File: config.mk
export PLATFORM = sky130hd
export DESIGN_NAME = spi_slave_frame
export DESIGN_NICKNAME = d
export VERILOG_FILES = /design/src/rtl/spi_slave_frame.sv
export SDC_FILE = /design/constraint.sdc
export NUM_CORES = 1
export LEC_CHECK = 0
export CAP_MARGIN = 20
export CORE_AREA = 2 2 203 205
export DETAILED_ROUTE_END_ITERATION = 6
export DIE_AREA = 0 0 205 207
export PLACE_DENSITY = 0.41
export SYNTH_ARGS = -nofsm -noshare
export SYNTH_HDL_FRONTEND = slang
export SYNTH_SLANG_ARGS = --single-unit
File: constraint.sdc
create_clock -name clk -period 6 [get_ports clk]
set_clock_uncertainty 0.05 [all_clocks]
set_input_delay 1.2 -clock clk [delete_from_list [all_inputs] [get_ports clk]]
set_output_delay 1.2 -clock clk [all_outputs]
set_load 0.05 [all_outputs]
File: src/rtl/spi_slave_frame.sv
// SPI mode-0 slave exchanging CRC-8 protected frames (DATA_BYTES payload + 1 CRC byte), inputs oversampled on clk.
// Optional SPI_SLAVE_MISO_TRISTATE_EN: release miso (1'bz) while the synchronized chip select is high.
module spi_slave_frame #(
  parameter int         DATA_BYTES  = 7,
  parameter logic [7:0] CRC_POLY    = 8'h2F,
  parameter logic [7:0] CRC_SEED    = 8'hFF,
  parameter int         SYNC_STAGES = 2
) (
  input  logic                    clk,
  input  logic                    rst,
  input  logic                    cs_b,
  input  logic                    sclk,
  input  logic                    mosi,
  output logic                    miso,
  input  logic [8*DATA_BYTES-1:0] tx_data,
  output logic                    tx_ack,
  output logic [8*DATA_BYTES-1:0] rx_data,
  output logic                    rx_valid,
  output logic                    rx_crc_err,
  output logic                    frame_err,
  output logic                    busy
);

  localparam int DATA_W = 8 * DATA_BYTES;
  localparam int FW     = DATA_W + 8;
  localparam int CW     = $clog2(FW + 1);

  typedef enum logic [1:0] {ST_IDLE, ST_ACTIVE, ST_DONE} state_t;

  function automatic logic [7:0] crc8_bit(input logic [7:0] crc, input logic b);
    logic fb;
    fb = crc[7] ^ b;
    return {crc[6:0], 1'b0} ^ (fb ? CRC_POLY : 8'h00);
  endfunction

  function automatic logic [7:0] crc8_word(input logic [DATA_W-1:0] d);
    logic [7:0] c;
    c = CRC_SEED;
    for (int i = DATA_W - 1; i >= 0; i--) c = crc8_bit(c, d[i]);
    return c;
  endfunction

  logic [SYNC_STAGES-1:0] cs_sync_q, cs_sync_d;
  logic [SYNC_STAGES-1:0] sclk_sync_q, sclk_sync_d;
  logic [SYNC_STAGES-1:0] mosi_sync_q, mosi_sync_d;
  logic                   cs_prev_q, cs_prev_d;
  logic                   sclk_prev_q, sclk_prev_d;
  state_t                 state_q, state_d;
  logic [CW-1:0]          bitcnt_q, bitcnt_d;
  logic                   miso_q, miso_d;
  logic                   tx_ack_q, tx_ack_d;
  logic                   rx_valid_q, rx_valid_d;
  logic                   rx_crc_err_q, rx_crc_err_d;
  logic                   frame_err_q, frame_err_d;
  logic                   busy_q, busy_d;
  logic [DATA_W-1:0]      rx_data_q, rx_data_d;
  logic [FW-1:0]          txsr_q, txsr_d;
  logic [FW-1:0]          rxsr_q, rxsr_d;
  logic [7:0]             crc_q, crc_d;

  logic          cs_s, sclk_s, mosi_s;
  logic          cs_fall, cs_rise, sclk_rise, sclk_fall;
  logic [FW-1:0] rxsr_sh, txsr_sh;
  logic [7:0]    crc_sh;

  assign cs_s      = cs_sync_q[SYNC_STAGES-1];
  assign sclk_s    = sclk_sync_q[SYNC_STAGES-1];
  assign mosi_s    = mosi_sync_q[SYNC_STAGES-1];
  assign cs_fall   = cs_prev_q & ~cs_s;
  assign cs_rise   = ~cs_prev_q & cs_s;
  assign sclk_rise = ~sclk_prev_q & sclk_s;
  assign sclk_fall = sclk_prev_q & ~sclk_s;

  always_comb begin
    cs_sync_d    = {cs_sync_q[SYNC_STAGES-2:0], cs_b};
    sclk_sync_d  = {sclk_sync_q[SYNC_STAGES-2:0], sclk};
    mosi_sync_d  = {mosi_sync_q[SYNC_STAGES-2:0], mosi};
    cs_prev_d    = cs_s;
    sclk_prev_d  = sclk_s;
    state_d      = state_q;
    bitcnt_d     = bitcnt_q;
    miso_d       = miso_q;
    tx_ack_d     = 1'b0;
    rx_valid_d   = 1'b0;
    frame_err_d  = 1'b0;
    rx_data_d    = rx_data_q;
    rx_crc_err_d = rx_crc_err_q;
    txsr_d       = txsr_q;
    rxsr_d       = rxsr_q;
    crc_d        = crc_q;
    rxsr_sh      = {rxsr_q[FW-2:0], mosi_s};
    txsr_sh      = {txsr_q[FW-2:0], 1'b0};
    crc_sh       = crc8_bit(crc_q, mosi_s);

    unique case (state_q)
      ST_IDLE: begin
        miso_d = 1'b0;
        if (cs_fall) begin
          txsr_d   = {tx_data, crc8_word(tx_data)};
          miso_d   = tx_data[DATA_W-1];
          tx_ack_d = 1'b1;
          bitcnt_d = '0;
          crc_d    = CRC_SEED;
          state_d  = ST_ACTIVE;
        end
      end
      ST_ACTIVE: begin
        // cs_b rising has priority over any sclk edge seen in the same clock
        if (cs_rise) begin
          frame_err_d = 1'b1;
          miso_d      = 1'b0;
          state_d     = ST_IDLE;
        end else if (sclk_rise) begin
          rxsr_d   = rxsr_sh;
          crc_d    = crc_sh;
          bitcnt_d = bitcnt_q + 1'b1;
          if (bitcnt_q == CW'(FW - 1)) begin
            rx_data_d    = rxsr_sh[FW-1:8];
            rx_crc_err_d = (crc_sh != 8'h00);
            rx_valid_d   = 1'b1;
            miso_d       = 1'b0;
            state_d      = ST_DONE;
          end
        end else if (sclk_fall) begin
          txsr_d = txsr_sh;
          miso_d = txsr_sh[FW-1];
        end
      end
      ST_DONE: begin
        miso_d = 1'b0;
        if (cs_rise) state_d = ST_IDLE;
      end
      default: begin
        miso_d  = 1'b0;
        state_d = ST_IDLE;
      end
    endcase

    busy_d = (state_d != ST_IDLE);
  end

  always_ff @(posedge clk or posedge rst) begin
    if (rst) begin
      cs_sync_q    <= '0;
      sclk_sync_q  <= '0;
      mosi_sync_q  <= '0;
      cs_prev_q    <= 1'b0;
      sclk_prev_q  <= 1'b0;
      state_q      <= ST_IDLE;
      bitcnt_q     <= '0;
      miso_q       <= 1'b0;
      tx_ack_q     <= 1'b0;
      rx_valid_q   <= 1'b0;
      rx_crc_err_q <= 1'b0;
      frame_err_q  <= 1'b0;
      busy_q       <= 1'b0;
      rx_data_q    <= '0;
    end else begin
      cs_sync_q    <= cs_sync_d;
      sclk_sync_q  <= sclk_sync_d;
      mosi_sync_q  <= mosi_sync_d;
      cs_prev_q    <= cs_prev_d;
      sclk_prev_q  <= sclk_prev_d;
      state_q      <= state_d;
      bitcnt_q     <= bitcnt_d;
      miso_q       <= miso_d;
      tx_ack_q     <= tx_ack_d;
      rx_valid_q   <= rx_valid_d;
      rx_crc_err_q <= rx_crc_err_d;
      frame_err_q  <= frame_err_d;
      busy_q       <= busy_d;
      rx_data_q    <= rx_data_d;
    end
  end

  // Shift registers and running CRC are always reloaded at frame start
  always_ff @(posedge clk) begin
    txsr_q <= txsr_d;
    rxsr_q <= rxsr_d;
    crc_q  <= crc_d;
  end

  assign tx_ack     = tx_ack_q;
  assign rx_data    = rx_data_q;
  assign rx_valid   = rx_valid_q;
  assign rx_crc_err = rx_crc_err_q;
  assign frame_err  = frame_err_q;
  assign busy       = busy_q;

`ifdef SPI_SLAVE_MISO_TRISTATE_EN
  assign miso = (cs_s || state_q == ST_IDLE) ? 1'bz : miso_q;
`else
  assign miso = miso_q;
`endif

endmodule

Word-level counts from Yosys, hierarchy flattened --
Index checks and enable logic that the tools add are counted.
Word-level totals: memories 0, memory bits (writable) 0, output and inout port bits 62, logic and storage cells 249, bits in latches 0, input port bits 61, bits in read-only memories 0, bits in registers 213
Operators by class: eq/ne operators 10, shifts and indexed selects 0, multiplexer cells 90, reduce and logical (&&, ||, !) cells 9, order comparisons 0, $add $sub $neg 1, $mul 0, bitwise logic cells 122, divide/modulo/power cells 0
Operators with widths (count):
- bitwise XOR 8 x 6 -> 8 bit | 56
- two-way mux 6 bit | 57
- two-way mux 63 bit | 4
- case mux 63 bit (2 select lines) | 1
- bitwise XOR 1 bit | 56
- two-way mux 8 bit | 3
- two-way mux 7 bit | 3
- case mux 8 bit (2 select lines) | 1
- case mux 7 bit (2 select lines) | 1
- two-way mux 1 bit | 13
- two-way mux 2 bit | 5
- inequality test 2 bit (second input constant) | 5
- inequality test 4 bit (second input constant) | 2
- AND reduction 4 bit | 2
- nonzero test 8 bit | 1
- adder 7 x 1 -> 7 bit (second input constant) | 1
- equality test 7 x 6 -> 1 bit (second input constant) | 1
- inverter 5 -> 7 bit | 1
- case mux 2 bit (3 select lines) | 1
- inverter 1 bit | 5
- AND reduction 5 bit | 1
- bitwise AND 1 bit | 4
- nonzero test 2 bit | 2
- AND reduction 3 bit | 1
- other kinds (5) | 5

Longest topological paths before layout --
depth in word-level cells 169, gate-level depth with buffers 12, depth with buffers taken out 11

Worst setup path after synthesis --
No wires, ideal clock.
path type input-to-reg, start point in tx_data[51], end point reg txsr_q[3], data pin, cell stages on the path 12, library setup time 0.270 ns, setup slack 0.855 ns, arrival 4.824 ns, required time 5.680 ns, buffers on the path 1, path through buf_2 > xor2_2 > xnor3_1 > xnor3_1 > xor3_2 > xnor3_1 > xnor3_2 > xor2_2 > xnor3_2 > xnor2_4 > xor2_1 > a21oi_1
On the way: word-level cells in the longest chain between the ends 90, elaborated cells on any way between the ends 152, classes of those cells 51 x mux; 101 x bitwise
RTL lines:
- start: declaration | RTL line 15 | input logic [8*DATA_BYTES-1:0] tx_data,
- bitwise XOR 1 bit (*) | RTL line 32 | fb = crc[7] ^ b;
- two-way mux 6 bit (*) | RTL line 33 | return {crc[6:0], 1'b0} ^ (fb ? CRC_POLY : 8'h00);
- bitwise XOR 8 x 6 -> 8 bit (*) (3 in a row) | RTL line 33
- bitwise XOR 1 bit | RTL line 32
- two-way mux 6 bit | RTL line 33
- bitwise XOR 8 x 6 -> 8 bit (*) (3 in a row) | RTL line 33
- bitwise XOR 1 bit | RTL line 32
- two-way mux 6 bit | RTL line 33
- [69 not listed]
- two-way mux 6 bit | RTL line 33
- bitwise XOR 8 x 6 -> 8 bit (*) (3 in a row) | RTL line 33
- bitwise XOR 1 bit | RTL line 32
- two-way mux 6 bit | RTL line 33
- bitwise XOR 8 x 6 -> 8 bit (*) | RTL line 33
- two-way mux 63 bit (*) | RTL line 98 | if (cs_fall) begin
- case mux 63 bit (2 select lines) (*) | RTL line 95 | unique case (state_q)
- via txsr_d[3] | RTL line 57 | logic [FW-1:0] txsr_q, txsr_d;
- end signal: assignment | RTL line 178 | txsr_q <= txsr_d;
- end: declaration | RTL line 57
Mark *: on every way through the listed nets, which the timed path passes. The rest lies on a longest branch. The select of a mux whose other input is x is not followed. A chain may end at the register's enable or synchronous reset.

Final worst setup path --
Same ends and word-level chain as after synthesis.

==> flow_metrics.tcl <==
set metrics [dict create \
    hpwl_um 15900 \
    synth-edff-count 134 \
    hold_path.class "flop to flop" \
    postCtsHoldBufs 0 \
    syn_inst 726 \
    utilization_pct 32.5 \
    htreeDepth 1 \
    numPortBuffers 122 \
    nets 933 \
    place_inst 1373 \
    final-seq-area_um2 6000 \
    grt_pass1_vias 6040 \
    worstPathArrival_ns 5.50 \
    ys_ff_latch 213 \
    rsz0062_at_grt "no" \
    numClockSinks 213 \
    synth_area_um2 10300 \
    via_per_inst 4.05 \
    dr.pass1.iters 4 \
    min_period_over_period_pct 88.3 \
    cts_buffers 26 \
    avgRoutedWirePerCell_um 16.3 \
    cap_violations 0 \
    tightest_slew_ns 0.920 \
    root_buffer "clkbuf_16" \
    synth_top_flop_cell "edfxtp_1" \
    end_kind "flop" \
    antenna_cells 0 \
    row_count 74 \
    dieWidth_um 205 \
    layout-drive-gt1-share_pct 15.5 \
    worst_setup_path_start_kind "primary input" \
    syn_area_per_cell_um2 14.2 \
    drc_errors 0 \
    core_um2 40400 \
    tns_ns 0 \
    areaGrowthSynthToFinish_pct 27.1 \
    vias 5752 \
    maxSlewViolCount 0 \
    cts_resized 0 \
    ys_seq_area_share_pct 58.1 \
    async_reset_ff_share_pct 37.1 \
    die_h_um 207 \
    ios 123 \
    drt-total-wl_um 23100 \
    fill_cells 4134 \
    cts_setup_buffers 0 \
    setup_violations 0 \
    grt-ovfl-total 0 \
    ys_types 38 \
    grt_max_degree 72 \
    start_util_pct 25.6 \
    crit_path_max_fanout 6 \
    layout.cells.non_filler 1422 \
    die_area_um2 42400 \
    synth_nets 789 \
    multiInputGateArea_um2 4220 \
    relSlewSlack_pct 38.6 \
    grt_pass1_wl_um 36500 \
    tritoncts "done" \
    grt.total_usage_pct 11.1 \
    clk_latency_ns 0.54 \
    gp_congestion 0.755 \
    layout_min_cycle_time_ns 5.30 \
    clockBufferDepth 3 \
    antenna_found_initial 1 \
    clock.fmax_ghz 0.189 \
    drt_iter0_drc 224 \
    clk_pin_slew_ns 0.06 \
    worst_ep_required_time_ns 6.20 \
    ant_nets 0 \
    ys_warn_count 0 \
    critPathKind "primary input to flop" \
    timing_hold_violations_final 0 \
    status "complete, no violations" \
]
[cell usage in the layout, fill, tap and decap left out, types with 4 or more instances in the layout]
| master | n |
|---|---|
| xnor2_1 | 95 |
| nand2_1 | 180 |
| xnor3_1 | 37 |
| nand2b_1 | 7 |
| clkbuf_1 | 11 |
| xor2_1 | 28 |
| nor2_1 | 13 |
| edfxtp_1 | 134 |
| clkbuf_8 | 4 |
| xor3_1 | 10 |
| clkdlybuf4s50_1 | 122 |
| clkbuf_16 | 26 |
| dfrtp_1 | 79 |
| mux2_2 | 56 |
| or2_2 | 4 |
| buf_4 | 19 |
| a21oi_1 | 9 |
| xnor3_2 | 7 |
[metrics by stage]
| stage | area, um2 | hold slack [ns] | setup WS (ns) |
|---|---|---|---|
| after floorplan | 10300 | 0.281 | 0.855 |
| after global placement | 12300 | 0.284 | 0.178 |
| after detailed placement | 12300 | 0.286 | 0.140 |
| after CTS | 13100 | 0.293 | 0.706 |
| after global routing | 13100 | 0.300 | 0.467 |
| final | 13100 | 0.289 | 0.703 |
[path summary, 6_finish.rpt]
| kind | to | slack (ns) | cells after the start | start |
|---|---|---|---|---|
| worst max register to register | txsr_q[33] | 3.10 | 6 | state_q[0] |
| min in group asynchronous | rx_data[11] | 0.83 | 2 | rst |
| worst max-delay path | txsr_q[3] | 0.70 | 12 | tx_data[51] |
| max in group asynchronous | rx_crc_err | 4.11 | 4 | rst |
| worst min-delay path | cs_sync_q[1] | 0.29 | 0 | cs_sync_q[0] |
| worst min register to register | cs_sync_q[1] | 0.29 | 0 | cs_sync_q[0] |
[synthesized netlist by cell type, drive strengths merged, types with 2 or more instances]
master	count	share of area, %
clkbuf	23	0.84
xnor2	99	8.8
mux2	56	6.1
buf	3	0.21
nor2	13	0.47
nor4b	2	0.17
a21oi	10	0.48
nand2	180	6.5
dfrtp	79	19
xor2	30	2.7
xor3	12	2.8
nand4	3	0.18
edfxtp	134	39
xnor3	47	10
or2	4	0.24
ha	2	0.24
inv	5	0.18
nand2b	8	0.48
o21ai	5	0.24
[layer usage]
metal / global-route usage [%] / wire [um] / vias up / share of wire, %
met5: 0 / 12 / - / 0.052
met4: 2.41 / 438 / 2 / 1.9
met3: 2.45 / 1120 / 36 / 4.8
met2: 17.9 / 10600 / 109 / 46
met1: 15.2 / 10900 / 2834 / 47
li1: - / - / 2771 / -
[layout make-up]
class	instances	share of cell area, %
sequential	213	45.8
multi-input combinational	482	32.2
timing repair buffer	142	10.6
clock buffer	41	5.70
tap	532	5.08
clock inverter	7	0.515
inverter	5	0.153
[flip-flops by register name, summed over array words and instances, names as in the netlist, 2 cells and up]
| name | cells |
|---|---|
| bitcnt_q | 7 |
| crc_q | 8 |
| cs_sync_q | 2 |
| mosi_sync_q | 2 |
| rx_data | 56 |
| rxsr_q | 63 |
| sclk_sync_q | 2 |
| state_q | 2 |
| txsr_q | 63 |
[worst max-delay path, stage by stage]
cell,delay [ns]
clkdlybuf4s50_1,0.68
xor2_2,0.19
xnor3_1,0.51
xnor3_1,0.45
xor3_2,0.47
xnor3_1,0.38
xnor3_2,0.44
xor2_2,0.21
xnor3_2,0.50
xnor2_4,0.20
xor2_1,0.17
a21oi_1,0.09
[cells by family (layout without fill, tap and decap cells)]
kind of cell / Yosys count / in the layout / share of synthesized area (%)
simple gates: 216 / 216 / 8.44
flops: 213 / 213 / 58.1
xor+xnor: 188 / 188 / 24.7
mux: 57 / 57 / 6.21
buf+inv: 31 / 195 / 1.22
compound gates: 19 / 19 / 1.03
fa+ha+maj: 2 / 2 / 0.242
Power is left out: the tool's default activity adds up to more than one toggle a clock period on the data nets, which glitch-free logic cannot reach.
